$ cat src/rtl/prog_divider.sv
// prog_divider: loadable clock divider with toggle, pulse, PWM and one-shot output modes
module prog_divider #(
    parameter int WIDTH       = 8,
    parameter int DEFAULT_DIV = 10
) (
    input  logic             clk,
    input  logic             rst,
    input  logic             en,
    input  logic             load,
    input  logic [WIDTH-1:0] div_in,
    input  logic [WIDTH-1:0] duty_in,
    input  logic [1:0]       mode_in,
    output logic             out,
    output logic             tick,
    output logic [WIDTH-1:0] out_counter
);
    typedef enum logic [1:0] {TOGGLE, PULSE, PWM, ONESHOT} mode_t;
    localparam logic [WIDTH-1:0] DEF_DIV  = WIDTH'(DEFAULT_DIV);
    localparam logic [WIDTH-1:0] DEF_DUTY = WIDTH'(DEFAULT_DIV / 2);
    logic [WIDTH-1:0] div_q, div_d, duty_q, duty_d, cnt_q, cnt_d, last;
    mode_t            mode_q, mode_d;
    logic             out_q, out_d, tick_q, tick_d, done_q, done_d, wrap;
    always_comb begin
        last   = (div_q == '0) ? '0 : div_q - WIDTH'(1);
        wrap   = cnt_q == last;
        div_d  = div_q;
        duty_d = duty_q;
        mode_d = mode_q;
        cnt_d  = cnt_q;
        tick_d = 1'b0;
        done_d = done_q;
        // pulse output mirrors tick, so it drops whenever no wrap occurs
        out_d  = (mode_q == PULSE) ? 1'b0 : out_q;
        if (load) begin
            div_d  = div_in;
            duty_d = duty_in;
            mode_d = mode_t'(mode_in);
            cnt_d  = '0;
            out_d  = 1'b0;
            done_d = 1'b0;
        end else if (en && !done_q) begin
            cnt_d  = wrap ? '0 : cnt_q + WIDTH'(1);
            tick_d = wrap;
            done_d = (mode_q == ONESHOT) && wrap;
            out_d  = (mode_q == TOGGLE) ? out_q ^ wrap :
                     (mode_q == PULSE)  ? wrap :
                     (mode_q == PWM)    ? (cnt_d < duty_q) : (out_q | wrap);
        end
    end
    always_ff @(posedge clk) begin
        if (rst) begin
            div_q  <= DEF_DIV;
            duty_q <= DEF_DUTY;
            mode_q <= TOGGLE;
            cnt_q  <= '0;
            out_q  <= 1'b0;
            tick_q <= 1'b0;
            done_q <= 1'b0;
        end else begin
            div_q  <= div_d;
            duty_q <= duty_d;
            mode_q <= mode_d;
            cnt_q  <= cnt_d;
            out_q  <= out_d;
            tick_q <= tick_d;
            done_q <= done_d;
        end
    end
    assign out         = out_q;
    assign tick        = tick_q;
    assign out_counter = cnt_q;
endmodule

$ cat config.mk
export PLATFORM = sky130hd
export DESIGN_NAME = prog_divider
export DESIGN_NICKNAME = d
export VERILOG_FILES = /design/src/rtl/prog_divider.sv
export SDC_FILE = /design/constraint.sdc
export NUM_CORES = 1
export LEC_CHECK = 0
export BUFFER_PORTS_ARGS = -buffer_cell sky130_fd_sc_hd__buf_2
export CORE_UTILIZATION = 30
export DETAILED_ROUTE_END_ITERATION = 8
export GPL_TIMING_DRIVEN = 0
export SLEW_MARGIN = 5
export SYNTH_ARGS = -nofsm -noshare
export SYNTH_HDL_FRONTEND = slang
export SYNTH_SLANG_ARGS = --single-unit
export TNS_END_PERCENT = 1
$ cat constraint.sdc
create_clock -name clk -period 6.6 [get_ports clk]
set_clock_uncertainty 0.1 [all_clocks]
set_input_delay 1.98 -clock clk [delete_from_list [all_inputs] [get_ports clk]]
set_output_delay 1.98 -clock clk [all_outputs]
set_load 0.01 [all_outputs]
==> summary.md <==
| Metric | Value |
|---|---|
| Status | `completed` |
| Antenna diodes | `0` |
| Number of fill cells in the layout | `about 730` |
| Post-Synthesis Cell Area | `between 0.002 and 0.0025 mm2` |
| Vias per cell | `4.95` |
| Hold Crit Class | `flip-flop to flip-flop` |
| Crit start category | `flip-flop` |
| Pwr Total | `about 470 uW` |
| # IOs | `32` |
| Residual overflow from global routing | `0` |
| DP HPWL | `roughly 4000 um` |
| Row count | `30` |
| Worst path bufs/invs | `2` |
| Global-route wire length before repair | `8690 um` |
| Synth warn | `0` |
| RePlAce Congestion | `approximately 0.84` |
| Period utilization | `between 60% and 70%` |
| DRC viols | `0` |
| GR Util met1 | `a little over a fifth` |
| Distinct cell type count after synthesis | `53` |
| WL/cell | `about 13 um` |
| CP Capture Type | `flip-flop` |
| Critical-path cell list | `inv_1, ha_1, buf_2, nor3b_1, xor3_1, or4b_2, o311a_1, a211oi_4, nor2_1, ha_1, a2111oi_0, o21ai_0, o21ai_0, o32a_1, o211a_1` |
| Syn Inst Count | `between 200 and 300` |
| Die height | `approximately 86 um` |
| Root buffer cell | `clkbuf_8` |
| Reg2Reg Depth | `15` |
| Total Wirelength | `5170 um` |
| Leak | `about 0.0010 uW` |
| TNS Setup | `0 ns` |
| Ys flop type | `dfxtp_1` |
| Power Dens Cells | `188 mW/mm2` |
| Routed Antenna Nets | `0` |
| Hold Buf Count CTS | `0` |
| Full die area | `0.00736 mm2` |
| Final nets | `around 330` |
| Vias in the first global route | `1,782` |
| Slew Limit Fails | `0` |
| Starting Density | `31.0%` |
| Total CTS buffers | `5` |
| Number of synthesized flops with an enable pin | `0` |
| Met3 Resource Use GR | `2.89%` |
| Syn nets | `approximately 290` |
| CTS tree | `built` |
| Crit-path leading delay family | `compound AO/OA/AOI/OAI gates` |
| Crit Path Max Fanout | `10` |
| WHS | `about 0.4 ns` |
| Worst slew pin tran | `slightly above 0.7 ns` |
| Mapped Avg Cell Area | `8.10 um2` |
| GRT Util Overall | `~15%` |
| First drt pass iteration count | `4` |
| Input/output buffers | `30` |
| CTS max path bufs | `2` |
| Placeable Area | `0.00679 mm2` |
| Synth async-reset ratio | `0%` |
| Top Usage Layer GRT | `met2` |
| Peak VDD IR | `0.128 mV` |
| Resize count post-CTS | `0` |
| Critical path's largest stage delay | `0.63 ns` |
| Post-synth top area cell | `dfxtp_1` |
| Fmax | `roughly 230 MHz` |
| DIE WIDTH | `85.8 um` |
| Post-route minimum period | `around 4.4 ns` |
| Number of max-cap violations | `0` |
| Worst endpoint required time | `~6.7 ns` |
| Worst slew margin | `52.8%` |
| Ranking of synthesized cells by area | `dfxtp_1, mux2i_1, ha_1` |
| Clock sinks | `29` |
| Arr. time, crit path | `between 4 and 5 ns` |
| Initial DRC Count | `approximately 110` |
| Worst Hold Path Cells | `1` |
| Initial antenna violation count | `0` |
| Largest net degree at the start of global routing | `11` |
| Global-route track usage on met2 | `a little over a fifth` |
| Top-area cell type share of the netlist area | `27.6%` |
| Seq/Total Area, Yosys | `~28%` |
| Final Core Density | `approximately 37%` |
| RSZ-0062 raised after global routing | `no` |
| Clk_lat worst skew | `0.29 ns` |
| Clock-pin slew on the worst setup and hold paths | `0.08 ns` |
| Detailed-route via count | `between 1,500 and 2,000` |
| Stages on the worst setup path | `15` |
| Synth Register Bits | `29` |
| Fin. Hold Viols | `0` |
| Htree depth | `2` |
| Final setup violation count | `0` |
| Area delta synth->final | `18.5%` |
| Share of layout cells above drive strength 1 | `~17%` |
| Slowest-stage cell, CP | `or4b_2` |
| Setup repair bufs after CTS | `0` |
| WS Path Type | `flip-flop to flip-flop` |
cells in the mapped netlist, drive strengths merged, types with 2 or more instances:
master and count:
dfxtp 29, nor2 26, inv 22, o21ai 20
mux2i 16, clkbuf 12, nand3 12, nor3 12
ha 10, and3 9, nand2 9, xnor2 9
buf 8, o211ai 7, nand2b 5, nor2b 5
a21oi 4, a211oi 3, a22oi 3, nand4 3
nor4 3, a2111oi 2, a221oi 2, nor3b 2
o311ai 2, o32a 2, or4 2, or4b 2
xor3 2
metrics by stage:
stage | setup WS [ns] | cell area (um2) | instances
floorplan | 2.69 | 2110 | 260
global placement | 2.31 | 2380 | 386
detailed placement | 2.26 | 2380 | 386
CTS | 2.24 | 2500 | 394
global route | 1.90 | 2500 | 394
finish | 2.20 | 2500 | 394
report_power, final:
part           switching [uW]  leakage (uW)  internal, uW
clock network            77.1     0.0000574           123
registers                6.47      0.000238           182
logic                    46.3      0.000745          34.2
total                     130       0.00104           339
routing by layer:
layer  vias to the layer above  part of all wire [%]
met3                         6                   5.1
li1                       1004                     -
met4                         0                   1.7
met2                        56                    42
met5                         -                     0
met1                       886                    51
layout make-up:
| cell class | count | area [um2] | area share, % |
|---|---|---|---|
| plain buffers | 20 | 88.8 | 3.56 |
| inverters | 22 | 82.6 | 3.31 |
| clock buffers | 6 | 82.6 | 3.31 |
| well taps | 96 | 120 | 4.81 |
| flip-flops and latches | 29 | 581 | 23.3 |
| clock inverters | 2 | 37.5 | 1.50 |
| repair buffers | 30 | 150 | 6.02 |
| multi-input cells | 189 | 1350 | 54.2 |
placed cells by master (no fill, tap or decap), drive strengths merged, types with 2 or more instances in the layout:
cell type,netlist,final
xnor2,9,9
nand3,12,12
nand4,3,3
a22oi,3,3
a21oi,4,4
nand2,9,9
o211ai,7,7
nor3,12,12
dfxtp,29,29
nor2,26,26
ha,10,10
nor2b,5,5
and3,9,9
inv,22,22
a2111oi,2,2
clkbuf,12,18
or4,2,2
o21ai,20,20
nor4,3,3
nand2b,5,5
nor3b,2,2
xor3,2,2
or4b,2,2
o311ai,2,2
o32a,2,2
a211oi,3,3
buf,8,38
mux2i,16,16
a221oi,2,2
registers in the layout, summed over array words and instances (netlist names):
register / flops
div_q: 8
duty_q: 8
out_counter: 8
mode_q: 2
done_q: 1
out: 1
tick: 1
kinds of logic (layout without fill, tap and decap cells):
logic type                 after synthesis  in the layout  share of synthesized area [%]
muxes                                   16             16                           7.61
xor gates and xnor gates                12             12                           6.42
DFF                                     29             29                           27.6
AOI/OAI and AO/OA                       55             55                           19.8
and+or+nand+nor                         96             96                           24.5
buffers and inverters                   42             80                           8.14
adders and majority gates               10             10                           5.94
final timing paths:
path	end	start	slack (ns)
hold reg to reg	done_q	done_q	0.39
setup reg to reg	out	div_q[0]	2.20
hold / removal	done_q	done_q	0.39
setup / recovery	out	div_q[0]	2.20
Note: power is estimated with default switching activity, not from simulation.
